==> config.mk <==
export PLATFORM = sky130hd
export DESIGN_NAME = uart_tx_arbiter_flat
export DESIGN_NICKNAME = d
export VERILOG_FILES = /design/src/rtl/uart_tx_arbiter_if.sv /design/src/rtl/uart_tx_arbiter.sv /design/src/flat_wrapper.sv
export SDC_FILE = /design/constraint.sdc
export NUM_CORES = 1
export LEC_CHECK = 0
export ABC_AREA = 1
export CORE_MARGIN = 1.5
export CORE_UTILIZATION = 35
export CTS_CLUSTER_SIZE = 30
export DETAILED_ROUTE_END_ITERATION = 8
export PLACE_DENSITY_LB_ADDON = 0.2
export SLEW_MARGIN = 15
export SYNTH_ARGS = -nofsm -noshare
export SYNTH_HDL_FRONTEND = slang
export SYNTH_SLANG_ARGS = --single-unit
==> constraint.sdc <==
create_clock -name CLK -period 2.4 [get_ports CLK]
set_input_delay 0.48 -clock CLK [delete_from_list [all_inputs] [get_ports CLK]]
set_output_delay 0.48 -clock CLK [all_outputs]
set_load 0.03 [all_outputs]
==> src/rtl/uart_tx_arbiter_if.sv <==
// Bundles the requester-side and UART_TX-side signals of the round-robin UART
// transmit arbiter. The slave modport is the arbiter; the master modport is its environment.
interface uart_tx_arbiter_if #(
    parameter int NUM_REQ      = 4,
    parameter int P_DATA_WIDTH = 8
);
    localparam int IDW = (NUM_REQ > 1) ? $clog2(NUM_REQ) : 1;

    logic [NUM_REQ-1:0]              req;
    logic [NUM_REQ*P_DATA_WIDTH-1:0] req_data;
    logic [NUM_REQ-1:0]              req_par_en;
    logic [NUM_REQ-1:0]              req_par_typ;
    logic [NUM_REQ-1:0]              ack;
    logic                            err;
    logic [IDW-1:0]                  grant_id;
    logic                            arb_busy;
    logic [P_DATA_WIDTH-1:0]         tx_p_data;
    logic                            tx_data_valid;
    logic                            tx_par_en;
    logic                            tx_par_typ;
    logic                            tx_busy;

    modport slave (
        input  req, req_data, req_par_en, req_par_typ, tx_busy,
        output ack, err, grant_id, arb_busy,
               tx_p_data, tx_data_valid, tx_par_en, tx_par_typ
    );

    modport master (
        output req, req_data, req_par_en, req_par_typ, tx_busy,
        input  ack, err, grant_id, arb_busy,
               tx_p_data, tx_data_valid, tx_par_en, tx_par_typ
    );
endinterface

==> src/rtl/uart_tx_arbiter.sv <==
// Round-robin arbiter that shares one UART_TX serializer among NUM_REQ requesters,
// launching one byte per grant and reporting completion (ack) or a start timeout (err).
module uart_tx_arbiter #(
    parameter int NUM_REQ      = 4,
    parameter int P_DATA_WIDTH = 8,
    parameter int BUSY_TIMEOUT = 4
) (
    input logic               CLK,
    input logic               RST,
    uart_tx_arbiter_if.slave  bus
);
    localparam int IDW = (NUM_REQ > 1) ? $clog2(NUM_REQ) : 1;
    localparam int CW  = (BUSY_TIMEOUT > 1) ? $clog2(BUSY_TIMEOUT) : 1;

    typedef enum logic [1:0] {
        IDLE,
        LAUNCH,
        WAIT_BUSY,
        WAIT_DONE
    } state_t;

    state_t                  state_q;
    logic [IDW-1:0]          ptr_q;
    logic [IDW-1:0]          grant_q;
    logic [CW-1:0]           cnt_q;
    logic [NUM_REQ-1:0]      ack_q;
    logic                    err_q;
    logic                    arb_busy_q;
    logic                    data_valid_q;
    logic [P_DATA_WIDTH-1:0] p_data_q;
    logic                    par_en_q;
    logic                    par_typ_q;

    logic [2*NUM_REQ-1:0]    rot_d;
    logic [IDW:0]            off_d;
    logic [IDW:0]            sum_d;
    logic                    found_d;
    logic [IDW-1:0]          winner_d;
    logic [IDW-1:0]          next_ptr_d;
    logic [P_DATA_WIDTH-1:0] win_data_d;
    logic                    win_par_en_d;
    logic                    win_par_typ_d;
    logic                    cooldown_d;

    // Rotate the request vector so the pointer position becomes bit 0; the first set
    // bit then gives the offset of the round-robin winner from the pointer.
    always_comb begin
        rot_d   = {bus.req, bus.req} >> ptr_q;
        off_d   = '0;
        found_d = 1'b0;
        for (int k = 0; k < NUM_REQ; k++) begin
            if (!found_d && rot_d[k]) begin
                found_d = 1'b1;
                off_d   = (IDW+1)'(k);
            end
        end
        sum_d = {1'b0, ptr_q} + off_d;
        if (sum_d >= (IDW+1)'(NUM_REQ)) begin
            sum_d = sum_d - (IDW+1)'(NUM_REQ);
        end
        winner_d = sum_d[IDW-1:0];
    end

    always_comb begin
        win_data_d    = '0;
        win_par_en_d  = 1'b0;
        win_par_typ_d = 1'b0;
        for (int k = 0; k < NUM_REQ; k++) begin
            if (winner_d == IDW'(k)) begin
                win_data_d    = bus.req_data[k*P_DATA_WIDTH +: P_DATA_WIDTH];
                win_par_en_d  = bus.req_par_en[k];
                win_par_typ_d = bus.req_par_typ[k];
            end
        end
    end

    always_comb begin
        next_ptr_d = (grant_q == IDW'(NUM_REQ-1)) ? '0 : grant_q + IDW'(1);
    end

    // The IDLE cycle carrying ack/err still sees the finished requester's old req,
    // so arbitration waits one more cycle for the request vector to settle.
    assign cooldown_d = (|ack_q) | err_q;

    always_ff @(posedge CLK or negedge RST) begin
        if (!RST) begin
            state_q      <= IDLE;
            ptr_q        <= '0;
            grant_q      <= '0;
            cnt_q        <= '0;
            ack_q        <= '0;
            err_q        <= 1'b0;
            arb_busy_q   <= 1'b0;
            data_valid_q <= 1'b0;
            p_data_q     <= '0;
            par_en_q     <= 1'b0;
            par_typ_q    <= 1'b0;
        end else begin
            ack_q <= '0;
            err_q <= 1'b0;
            case (state_q)
                IDLE: begin
                    if (found_d && !bus.tx_busy && !cooldown_d) begin
                        grant_q      <= winner_d;
                        p_data_q     <= win_data_d;
                        par_en_q     <= win_par_en_d;
                        par_typ_q    <= win_par_typ_d;
                        data_valid_q <= 1'b1;
                        arb_busy_q   <= 1'b1;
                        state_q      <= LAUNCH;
                    end
                end
                LAUNCH: begin
                    data_valid_q <= 1'b0;
                    cnt_q        <= '0;
                    state_q      <= WAIT_BUSY;
                end
                WAIT_BUSY: begin
                    if (bus.tx_busy) begin
                        state_q <= WAIT_DONE;
                    end else if (cnt_q == CW'(BUSY_TIMEOUT-1)) begin
                        err_q      <= 1'b1;
                        ptr_q      <= next_ptr_d;
                        arb_busy_q <= 1'b0;
                        state_q    <= IDLE;
                    end else begin
                        cnt_q <= cnt_q + CW'(1);
                    end
                end
                WAIT_DONE: begin
                    if (!bus.tx_busy) begin
                        ack_q      <= NUM_REQ'(1) << grant_q;
                        ptr_q      <= next_ptr_d;
                        arb_busy_q <= 1'b0;
                        state_q    <= IDLE;
                    end
                end
                default: begin
                    state_q <= IDLE;
                end
            endcase
        end
    end

    assign bus.ack           = ack_q;
    assign bus.err           = err_q;
    assign bus.grant_id      = grant_q;
    assign bus.arb_busy      = arb_busy_q;
    assign bus.tx_p_data     = p_data_q;
    assign bus.tx_data_valid = data_valid_q;
    assign bus.tx_par_en     = par_en_q;
    assign bus.tx_par_typ    = par_typ_q;
endmodule

==> src/flat_wrapper.sv <==
// flat-port wrapper written by rule: the top's interface ports become plain ports
module uart_tx_arbiter_flat 
#(
    parameter int NUM_REQ      = 4,
    parameter int P_DATA_WIDTH = 8,
    parameter int BUSY_TIMEOUT = 4
)
  (CLK, RST, bus_req, bus_req_data, bus_req_par_en, bus_req_par_typ, bus_tx_busy, bus_ack, bus_err, bus_grant_id, bus_arb_busy, bus_tx_p_data, bus_tx_data_valid, bus_tx_par_en, bus_tx_par_typ);
  uart_tx_arbiter_if #(.NUM_REQ(NUM_REQ), .P_DATA_WIDTH(P_DATA_WIDTH)) bus_i ();
  input logic CLK;
  input logic RST;
  input wire logic [$bits(bus_i.req)-1:0] bus_req;
  input wire logic [$bits(bus_i.req_data)-1:0] bus_req_data;
  input wire logic [$bits(bus_i.req_par_en)-1:0] bus_req_par_en;
  input wire logic [$bits(bus_i.req_par_typ)-1:0] bus_req_par_typ;
  input wire logic [$bits(bus_i.tx_busy)-1:0] bus_tx_busy;
  output wire logic [$bits(bus_i.ack)-1:0] bus_ack;
  output wire logic [$bits(bus_i.err)-1:0] bus_err;
  output wire logic [$bits(bus_i.grant_id)-1:0] bus_grant_id;
  output wire logic [$bits(bus_i.arb_busy)-1:0] bus_arb_busy;
  output wire logic [$bits(bus_i.tx_p_data)-1:0] bus_tx_p_data;
  output wire logic [$bits(bus_i.tx_data_valid)-1:0] bus_tx_data_valid;
  output wire logic [$bits(bus_i.tx_par_en)-1:0] bus_tx_par_en;
  output wire logic [$bits(bus_i.tx_par_typ)-1:0] bus_tx_par_typ;
  assign bus_i.req = bus_req;
  assign bus_i.req_data = bus_req_data;
  assign bus_i.req_par_en = bus_req_par_en;
  assign bus_i.req_par_typ = bus_req_par_typ;
  assign bus_i.tx_busy = bus_tx_busy;
  assign bus_ack = bus_i.ack;
  assign bus_err = bus_i.err;
  assign bus_grant_id = bus_i.grant_id;
  assign bus_arb_busy = bus_i.arb_busy;
  assign bus_tx_p_data = bus_i.tx_p_data;
  assign bus_tx_data_valid = bus_i.tx_data_valid;
  assign bus_tx_par_en = bus_i.tx_par_en;
  assign bus_tx_par_typ = bus_i.tx_par_typ;
  uart_tx_arbiter #(.NUM_REQ(NUM_REQ), .P_DATA_WIDTH(P_DATA_WIDTH), .BUSY_TIMEOUT(BUSY_TIMEOUT)) u_core (.CLK(CLK), .RST(RST), .bus(bus_i));
endmodule
==> results summary <==
The run finished with clean final reports. The H-tree depth reported by CTS came out at 1. The standard-cell row count came out at 24. The floorplan step set the die height to 70.3 um. TritonCTS built the clock tree. STA classifies the critical path startpoint as a register. The number of flops mapped to enable cells by yosys came out at 0.

The cell-internal power is 1920 uW. The number of global-route vias before repair came to 1555. The part of the Yosys area used for sequential elements is 39.4%. The net load switching power came out at 1890 uW. The peak ir drop on the vdd network is 0.769 mV. The met3 track demand over resource in global routing is 3.61%.

The met1 demand-to-capacity share in global routing came out at 22.9%. The routability-driven placement congestion ratio came out at 0.836. The violation count after the first detailed-route iteration is 50. The shortest period the worst path allows is 2.28 ns.

The highest achievable clock rate is 0.439 GHz. The I/O pin count is 66. The synthesis-to-layout area growth is 57.3%. The gate count of the mapped netlist came out at 217. Of the total power, the share spent switching nets is 49.6%.

The post-route core utilization came out at 57.3%. After detailed routing, the number of remaining DRC violations is 0. Setup violations remaining at the end of the flow were counted as 0.

The top fanout value on the critical path came out at 6. After detailed routing, the average wire length per cell comes to 12.4 um. The TritonCTS buffer count came out at 3. The mean area per synthesized cell came out at 7.31 um2.

The number of warning messages in the yosys log is 0. The max-capacitance violation count is 0. At the worst endpoint, the arrival time is 2.45 ns. The combined global-route utilization of all metal layers came out at 17.1%. The tree is rooted in a sky130_fd_sc_hd__clkbuf_8.

For this run, asynchronously set or reset flops after synthesis account for 100%. The relative slew slack came out at 71.7%. The aggregate routed wire length came out at 4320 um. Of the total power, the clock network draws 6.6%.

The critical path class is reg2reg. The pin count of the biggest net entering global routing came out at 26. The number of antenna violations at the first check in global routing was 0. The insertion delay to the later sink of the worst-skew pair came out at 0.27 ns. The total count of max-transition violations in the final report came out at 0.

The layout filler cell count came out at 399. Of the total power, combinational logic draws 74.2%. The maximum buffer depth of the clock tree came out at 2. The met2 usage in global routing is 28.6%. The final antenna-violating net count is 0. The die footprint is 4950 um2. The total number of nets in the final design came out at 351. The peak-usage layer in the global routing report is met2. The number of port buffers is 65. The number of hold violations in the final report is 0.

Counting every net in the synthesized netlist gives 270. STA puts the critical path data required time at 2.57 ns. The transition time at the pin with the least slew margin is 0.424 ns. In this run, synthesis produced a sequential element count of 25.

Buffers inserted to repair hold after CTS numbered 0. The worst clock skew came out at 0.00137 ns. In the finished design, the share of the clock period the worst path needs comes to 95.0%. The area used by multi-input combinational logic is 848 um2. The clock transition at the registers of the reported paths is 0.09 ns.

The netlist uses 25 different library cells. The number of optimization iterations in the first detailed-route pass is 4. The final hold slack is 0.483 ns.

In the routed layout, each cell is associated on average with a via count of 4.83. The analysis attributes to cell leakage a power of 0.00123 uW. The most common cell after layout, fill and taps aside is sky130_fd_sc_hd__nand2_1. The min-delay analysis places its worst path in the category reg2reg. The sum of net half-perimeters after detailed placement came out at 3240 um. The clock sink total is 25. The sequential share of power came out at 19.1%. After the flow finishes, the layout carries non-filler instances totaling 349. Cells with a size suffix above 1 make up 14.1% of the layout. Summed over all layers, the global routing overflow is 0. The global-route wire length before repair came out at 6910 um. The via count of the routed design came out at 1687. Among all flip-flop cells after synthesis, the most frequent one is sky130_fd_sc_hd__dfrtp_1.

The nature of the critical path endpoint is a register. The number of antenna diodes is 0. The total core area came out at 4350 um2. The die extent in x is 70.3 um. For this configuration, the core starts out at a cell density of 36.4%. The ratio of total power to cell area is 1530 nW/um2.

The design draws 3810 uW. In the layout the commonest cells are sky130_fd_sc_hd__nand2_1, sky130_fd_sc_hd__clkdlybuf4s50_1, sky130_fd_sc_hd__dfrtp_1. The total area of sequential cells came out at 627 um2. The cell area after technology mapping is 1590 um2. The total placed cells including tap cells is 340.
## timing repair
| item | in CTS | in global routing |
|---|---|---|
| setup endpoints to repair | 0 | 10 |
| setup buffers | 0 | 4 |
| gates resized for setup | 0 | 13 |
## final cells by class
class | instances | share of cell area (%)
Tap cell | 52 | 2.61
Clock buffer | 3 | 1.65
Multi-Input combinational cell | 159 | 34.0
Clock inverter | 1 | 0.301
Inverter | 26 | 3.91
Sequential cell | 25 | 25.1
Timing Repair Buffer | 83 | 32.4
## cells in the mapped netlist (all sizes together), types with 2 or more instances
master,instances,area share (%)
buf,6,2.8
clkbuf,2,0.47
clkinv,2,0.47
dfrtp,25,39
ha,6,4.7
inv,24,5.7
nand2,68,17
nand3,23,7.6
nand4,18,7.1
nor2,14,3.3
nor3,2,0.63
o21ai,22,7.4
## layer usage
metal	up-vias	share of wire [%]
li1	875	-
met1	764	44
met2	44	51
met3	4	4.7
met4	0	0.97
met5	-	0
## critical path, stage by stage, from the launching register on
cell,delay [ns]
sky130_fd_sc_hd__dfrtp_1,0.49
sky130_fd_sc_hd__inv_2,0.14
sky130_fd_sc_hd__nand3_1,0.08
sky130_fd_sc_hd__nand2_1,0.09
sky130_fd_sc_hd__nand3_1,0.07
sky130_fd_sc_hd__a21boi_1,0.15
sky130_fd_sc_hd__ha_2,0.21
sky130_fd_sc_hd__xnor2_2,0.13
sky130_fd_sc_hd__inv_1,0.07
sky130_fd_sc_hd__nand2_2,0.11
sky130_fd_sc_hd__nand2_4,0.11
sky130_fd_sc_hd__buf_4,0.16
sky130_fd_sc_hd__nand3_1,0.06
sky130_fd_sc_hd__nand4_1,0.11
sky130_fd_sc_hd__nand2_1,0.12
sky130_fd_sc_hd__nand2_1,0.05
## power by group through the flow
stage / registers [uW] / clock network (uW) / logic (uW)
floorplan: 933 / 0 / 1480
global placement: 727 / 0 / 2560
detailed placement: 729 / 0 / 2580
CTS: 721 / 265 / 2590
global route: 754 / 282 / 3130
finish: 727 / 253 / 2830
## registers in the layout (all words and copies together) (netlist names)
signal / flops
u_core.bus.ack: 4
u_core.bus.arb_busy: 1
u_core.bus.err: 1
u_core.bus.grant_id: 2
u_core.bus.tx_data_valid: 1
u_core.bus.tx_p_data: 8
u_core.bus.tx_par_en: 1
u_core.bus.tx_par_typ: 1
u_core.cnt_q: 2
u_core.ptr_q: 2
u_core.state_q: 2
## logic make-up after synthesis
family / Yosys count / share of synthesized area [%]
and+or+nand+nor: 127 / 37.5
adders and majority gates: 6 / 4.73
buffers and inverters: 34 / 9.46
AOI/OAI and AO/OA: 24 / 8.28
xor gates and xnor gates: 1 / 0.552
DFF: 25 / 39.4
## through the flow
step,TNS [ns],setup slack [ns],cell area (um2)
2_1_floorplan,0,0.377,1590
3_3_place_gp,-1.78,-0.215,2370
3_5_place_dp,-2.21,-0.265,2370
4_1_cts,0,0.0111,2420
5_1_grt,-0.00846,-0.00846,2490
6_report,0,0.121,2490
## path summary, 6_finish.rpt
| path | startpoint | to | slack, ns | cells after the start |
|---|---|---|---|---|
| worst max-delay path | u_core.ptr_q[1] | u_core.bus.tx_par_typ | 0.12 | 15 |
| worst min-delay path | u_core.bus.tx_par_en | u_core.bus.tx_par_en | 0.48 | 2 |
| worst max register to register | u_core.ptr_q[1] | u_core.bus.tx_par_typ | 0.12 | 15 |
| worst min register to register | u_core.bus.tx_par_en | u_core.bus.tx_par_en | 0.48 | 2 |
| max in group asynchronous | RST | u_core.ptr_q[0] | 1.57 | 2 |
| min in group asynchronous | RST | u_core.bus.err | 0.57 | 2 |
Note: power is estimated with default switching activity, not from simulation.
==> variant 1, RTL diff (same settings) <==
`BUSY_TIMEOUT` is set to 4 in 2 places; all go to 16.
--- a/src/rtl/uart_tx_arbiter.sv
+++ b/src/rtl/uart_tx_arbiter.sv
@@ -3,7 +3,7 @@
 module uart_tx_arbiter #(
     parameter int NUM_REQ      = 4,
     parameter int P_DATA_WIDTH = 8,
-    parameter int BUSY_TIMEOUT = 4
+    parameter int BUSY_TIMEOUT = 16
 ) (
     input logic               CLK,
     input logic               RST,
--- a/src/flat_wrapper.sv
+++ b/src/flat_wrapper.sv
@@ -3,7 +3,7 @@
 #(
     parameter int NUM_REQ      = 4,
     parameter int P_DATA_WIDTH = 8,
-    parameter int BUSY_TIMEOUT = 4
+    parameter int BUSY_TIMEOUT = 16
 )
   (CLK, RST, bus_req, bus_req_data, bus_req_par_en, bus_req_par_typ, bus_tx_busy, bus_ack, bus_err, bus_grant_id, bus_arb_busy, bus_tx_p_data, bus_tx_data_valid, bus_tx_par_en, bus_tx_par_typ);
   uart_tx_arbiter_if #(.NUM_REQ(NUM_REQ), .P_DATA_WIDTH(P_DATA_WIDTH)) bus_i ();
Behaviour: not the same (Yosys sat finds a counterexample within 10 cycles, from zero or initial values and one cycle with RST low).
==> variant 1 against the original RTL <==
Routed wire length rose by 0.86%. Design area rose by 9.6%. Global-route usage fell by 0.73 points. Combinational power rose by 8.1%. Setup slack got worse by 0.0020 ns. Non-clock buffer count fell by 2. Sequential cell count rose by 2. Total power rose by 7.7%. Synthesized area rose by 14%. Count of clock-buffer cells in the layout did not move. Utilization fell by 0.89 points.
==> variant 1: results (changes against the original RTL) <==
outcome=complete, no violations (unchanged); worst r2r src=u_core.ptr_q[0] (was u_core.ptr_q[1]); Area contributors post-synth=dfrtp_1 37%, nand2_1 15%, inv_1 5.6% (was dfrtp_1 39%, nand2_1 15%, nand4_1 7.1%); Vias=1781 (was 1687); Layout Nets=375 (was 351); Layout clock area frac=0.0178 (was 0.0196); r2r worst-path depth=16 (was 15); Yosys top cell area share=0.374 (was 0.394); Top delay family on crit path=buffers and inverters (was simple AND/OR/NAND/NOR gates); Fin Hold WS=0.488 ns (was 0.483 ns); number of library cell types mapped by synthesis=28 (was 25); inverters=35 (was 26); share of post-route cells with drive strength above 1=0.174 (was 0.141); RePlAce Congestion=0.805 (was 0.836); critical path fanouts, max=8 (was 6); Routed WL=4.36 mm (was 4.32 mm); synth cell count leaders=71 x nand2_1, 27 x dfrtp_1, 27 x inv_1 (was 65 x nand2_1, 25 x dfrtp_1, 22 x nand3_1); Seq/Total Area, Yosys=0.374 (was 0.394); Slew HR=0.765 (was 0.717); pwr dens=1500 nW/um^2 (was 1530 nW/um^2); slowest CP cell=clkdlybuf4s50_1 (was dfrtp_1); syn nets=293 (was 270); First DRT Iteration DRCs=80 (was 50); number of global-route vias before repair=1718 (was 1555); Clock Skew=0.00840 ns (was 0.00137 ns); NetSw=2.11 mW (was 1.89 mW); DP HPWL=3.41 mm (was 3.24 mm); Clk network pwr share=0.064 (was 0.066); seq_cells=27 (was 25); met3 Use GR=0.0321 (was 0.0361); routed metal-1 wire length=1.99 mm (was 1.89 mm); met2 WL=2.09 mm (was 2.19 mm); first-pass GRT wire length=7.23 mm (was 6.91 mm); Synth Area per Inst=7.52 sq um (was 7.31 sq um); #MultiIn Comb=174 (was 159); Met3 Routed Length=252 um (was 203 um); sequential power=0.772 mW (was 0.727 mW); critical path's largest stage delay=0.43 ns (was 0.49 ns); Signal buf overhead=0.287 (was 0.324); bufs w/o clock=81 (was 83); CP Launch Point=bus_req[1] (was u_core.ptr_q[1]); final critical-path share of the clock period=0.951 (was 0.950); Total Power=4.10 mW (was 3.81 mW); Max VDD drop=661 uV (was 769 uV); r2r setup slk=0.17 ns (was 0.12 ns); sequential share of cell area=0.247 (was 0.251); Tot GR Track Use=0.164 (was 0.171); post-route insts no fill=388 (was 349); FILL cells=460 (was 399)
variant 1: changes by cell type after synthesis, sizes merged, moves of 4 or more:
cell | unedited run | this run
inv | 24 | 34
nand2 | 68 | 80
nand3 | 23 | 19
nand4 | 18 | 13
nor3 | 2 | 8
o21ai | 22 | 26
variant 1: worst register-to-register path, cell delays in order (launching register included):
cell and delay (ns):
dfrtp_1 0.49, inv_2 0.10, nand2_1 0.10, nand3_1 0.07, nand2_1 0.10, nand3_1 0.07
a21boi_1 0.13, ha_2 0.24, xnor2_4 0.14, inv_2 0.09, nand2_8 0.10, nand2_8 0.09
buf_4 0.15, o21ai_2 0.11, inv_2 0.04, nand2_2 0.05, o21ai_2 0.05
variant 1: kinds of logic after synthesis:
logic type               Yosys count  share of synthesized area
adder cells (fa/ha/maj)            6                     0.0416
flip-flops                        27                      0.374
XOR/XNOR                           2                    0.00970
AO/OA/AOI/OAI                     31                      0.105
AND/OR/NAND/NOR                  133                      0.357
buffers and inverters             41                      0.112
==> variant 2, RTL diff (config.mk and constraints unchanged) <==
Without the edit above. Re-encode `state_t` (4 states) as one-hot, 4 bits wide.
--- a/src/rtl/uart_tx_arbiter.sv
+++ b/src/rtl/uart_tx_arbiter.sv
@@ -12,11 +12,11 @@
     localparam int IDW = (NUM_REQ > 1) ? $clog2(NUM_REQ) : 1;
     localparam int CW  = (BUSY_TIMEOUT > 1) ? $clog2(BUSY_TIMEOUT) : 1;
 
-    typedef enum logic [1:0] {
-        IDLE,
-        LAUNCH,
-        WAIT_BUSY,
-        WAIT_DONE
+    typedef enum logic [3:0] {
+        IDLE      = 4'b0001,
+        LAUNCH    = 4'b0010,
+        WAIT_BUSY = 4'b0100,
+        WAIT_DONE = 4'b1000
     } state_t;
 
     state_t                  state_q;
Behaviour: same outputs for any inputs over 10 cycles, from zero or initial values and one cycle with RST low; not proved beyond that.
==> variant 2 against the original RTL <==
Die area increased by 9.3%. Critical path depth unchanged. Clock skew increased by 0.0011 ns. Setup slack gained 0.086 ns. Sequential cell count is 2 higher. Design area grew 7.7%. Routed wire length is 5.4% higher. Total power shrank 2.9%. Synthesized cell count is 8.8% higher. Synthesized area up 9.7%.
==> variant 2: results (changes against the original RTL) <==
outcome=complete, no violations (unchanged); met3 Use GR=0.0261 (was 0.0361); ant diodes=0 (unchanged); Worst-path clk slew=0.09 ns (about the same); number of global-route vias before repair=1714 (was 1555); critical path fanouts, max=17 (was 6); Compound-Gate Fraction of Synth Area=0.0812 (was 0.0828); GRT met2 Usage=0.296 (was 0.286); RePlAce Congestion=0.823 (was 0.836); Synth Area in XOR/XNOR=0.00503 (was 0.00552); clk_lat worst skew=0.27 ns (about the same); Max VDD drop=667 uV (was 769 uV); adder-cell area share of the yosys netlist=0.0431 (was 0.0473); FILL cells=454 (was 399); Post-Syn Instances=236 (was 217); Worst Hold Class=flop to flop (unchanged); share of post-route cells with drive strength above 1=0.138 (was 0.141); Worst Path Arrival=2.36 ns (was 2.45 ns); Layout Nets=366 (was 351); initial antenna violation count=0 (unchanged); post-route insts no fill=379 (was 349); Setup WS post-layout=0.206 ns (was 0.121 ns); Met3 Routed Length=274 um (was 203 um); synth cell count leaders=58 x nand2_1, 29 x inv_1, 26 x dfrtp_1 (was 65 x nand2_1, 25 x dfrtp_1, 22 x nand3_1); leakage=1.29 nW (was 1.23 nW); met2 WL=2.12 mm (was 2.19 mm); PortBufs=65 (unchanged); First DRT Iteration DRCs=55 (was 50); largest net degree at the start of global routing=28 (was 26); Root Buffer=clkbuf_8 (unchanged); placed inst area=2560 sq um (was 2370 sq um); Routed WL=4.55 mm (was 4.32 mm); Layout area overhead=54.3% (was 57.3%); Vias=1836 (was 1687); number of library cell types mapped by synthesis=28 (was 25); Clock Skew=0.00249 ns (was 0.00137 ns); Seq/Total Area, Yosys=0.389 (was 0.394); Clock Tree Buf Depth=2 (unchanged); first-pass GRT wire length=7.40 mm (was 6.91 mm); DP HPWL=3.43 mm (was 3.24 mm); Tot GR Track Use=0.176 (was 0.171); worst hold path startpoint=u_core.bus.arb_busy (was u_core.bus.tx_par_en); Yosys warning total=0 (unchanged); Hold Path Stages=2 (unchanged); GRT met1 Usage=0.238 (was 0.229); Slew HR=0.707 (was 0.717); Worst Hold Path EP=u_core.bus.arb_busy (was u_core.bus.tx_par_en); pre-CTS WS=-0.326 ns (was -0.265 ns); CP Class=flop to flop (unchanged); Area contributors post-synth=dfrtp_1 37%, nand2_1 13%, nand4_1 9.0% (was dfrtp_1 39%, nand2_1 15%, nand4_1 7.1%); Fin Hold WS=0.488 ns (was 0.483 ns); max FFs per register=8 (unchanged); CTS H-tree depth=1 (unchanged); syn nets=289 (was 270); worst r2r src=u_core.ptr_q[0] (was u_core.ptr_q[1]); routed metal-1 wire length=2.13 mm (was 1.89 mm); DR pass1 iterations=4 (unchanged)
[variant 2: cell types whose count changed in the layout (fill, tap and decap cells not counted), moves of 2 or more]
cell     delta
nand3_1     +2
buf_4       -6
nand2_1     -9
nor3_1      +3
o21ai_0     -3
nor2_1      +2
nand4_1     +7
inv_1       +8
o21a_1      +2
nand2_2     +4
buf_6       +2
[variant 2: critical path: stages (launching register included)]
cell and delay, ns:
dfrtp_2 0.46, inv_2 0.09, nand2_1 0.09, nand3_1 0.08, nand2_1 0.10, nand3_1 0.07, a21boi_1 0.15, ha_2 0.24
xnor2_4 0.14, nand3_4 0.13, nand2_8 0.12, nand2_8 0.10, o21ai_0 0.16, inv_1 0.05, nand2_1 0.06, nand2_1 0.05
[variant 2: power breakdown]
group / switching (mW) / internal [mW]
Sequential: 0.116 / 0.630
Combinational: 1.55 / 1.15
Clock: 0.140 / 0.119
Total: 1.80 / 1.89
[variant 2: cells by family (layout without fill, tap and decap cells)]
family / after synthesis / after routing
AO/OA/AOI/OAI: 24 / 24
AND/OR/NAND/NOR: 137 / 137
XOR/XNOR: 1 / 1
flip-flops: 27 / 27
buffers and inverters: 41 / 117
adder cells (fa/ha/maj): 6 / 6
[variant 2: final cells by class]
cell class	instances	area share
inverters	33	0.0461
well taps	67	0.0312
flip-flops and latches	27	0.253
repair buffers	80	0.300
clock buffers	4	0.0168
multi-input cells	168	0.353
[variant 2: timing repair]
item / in CTS / in global routing
resized for setup: 1 / 24
gates cloned: 0 / 0
setup buffers: 0 / 1
pin swaps: 0 / 7
setup endpoints to repair: 1 / 10
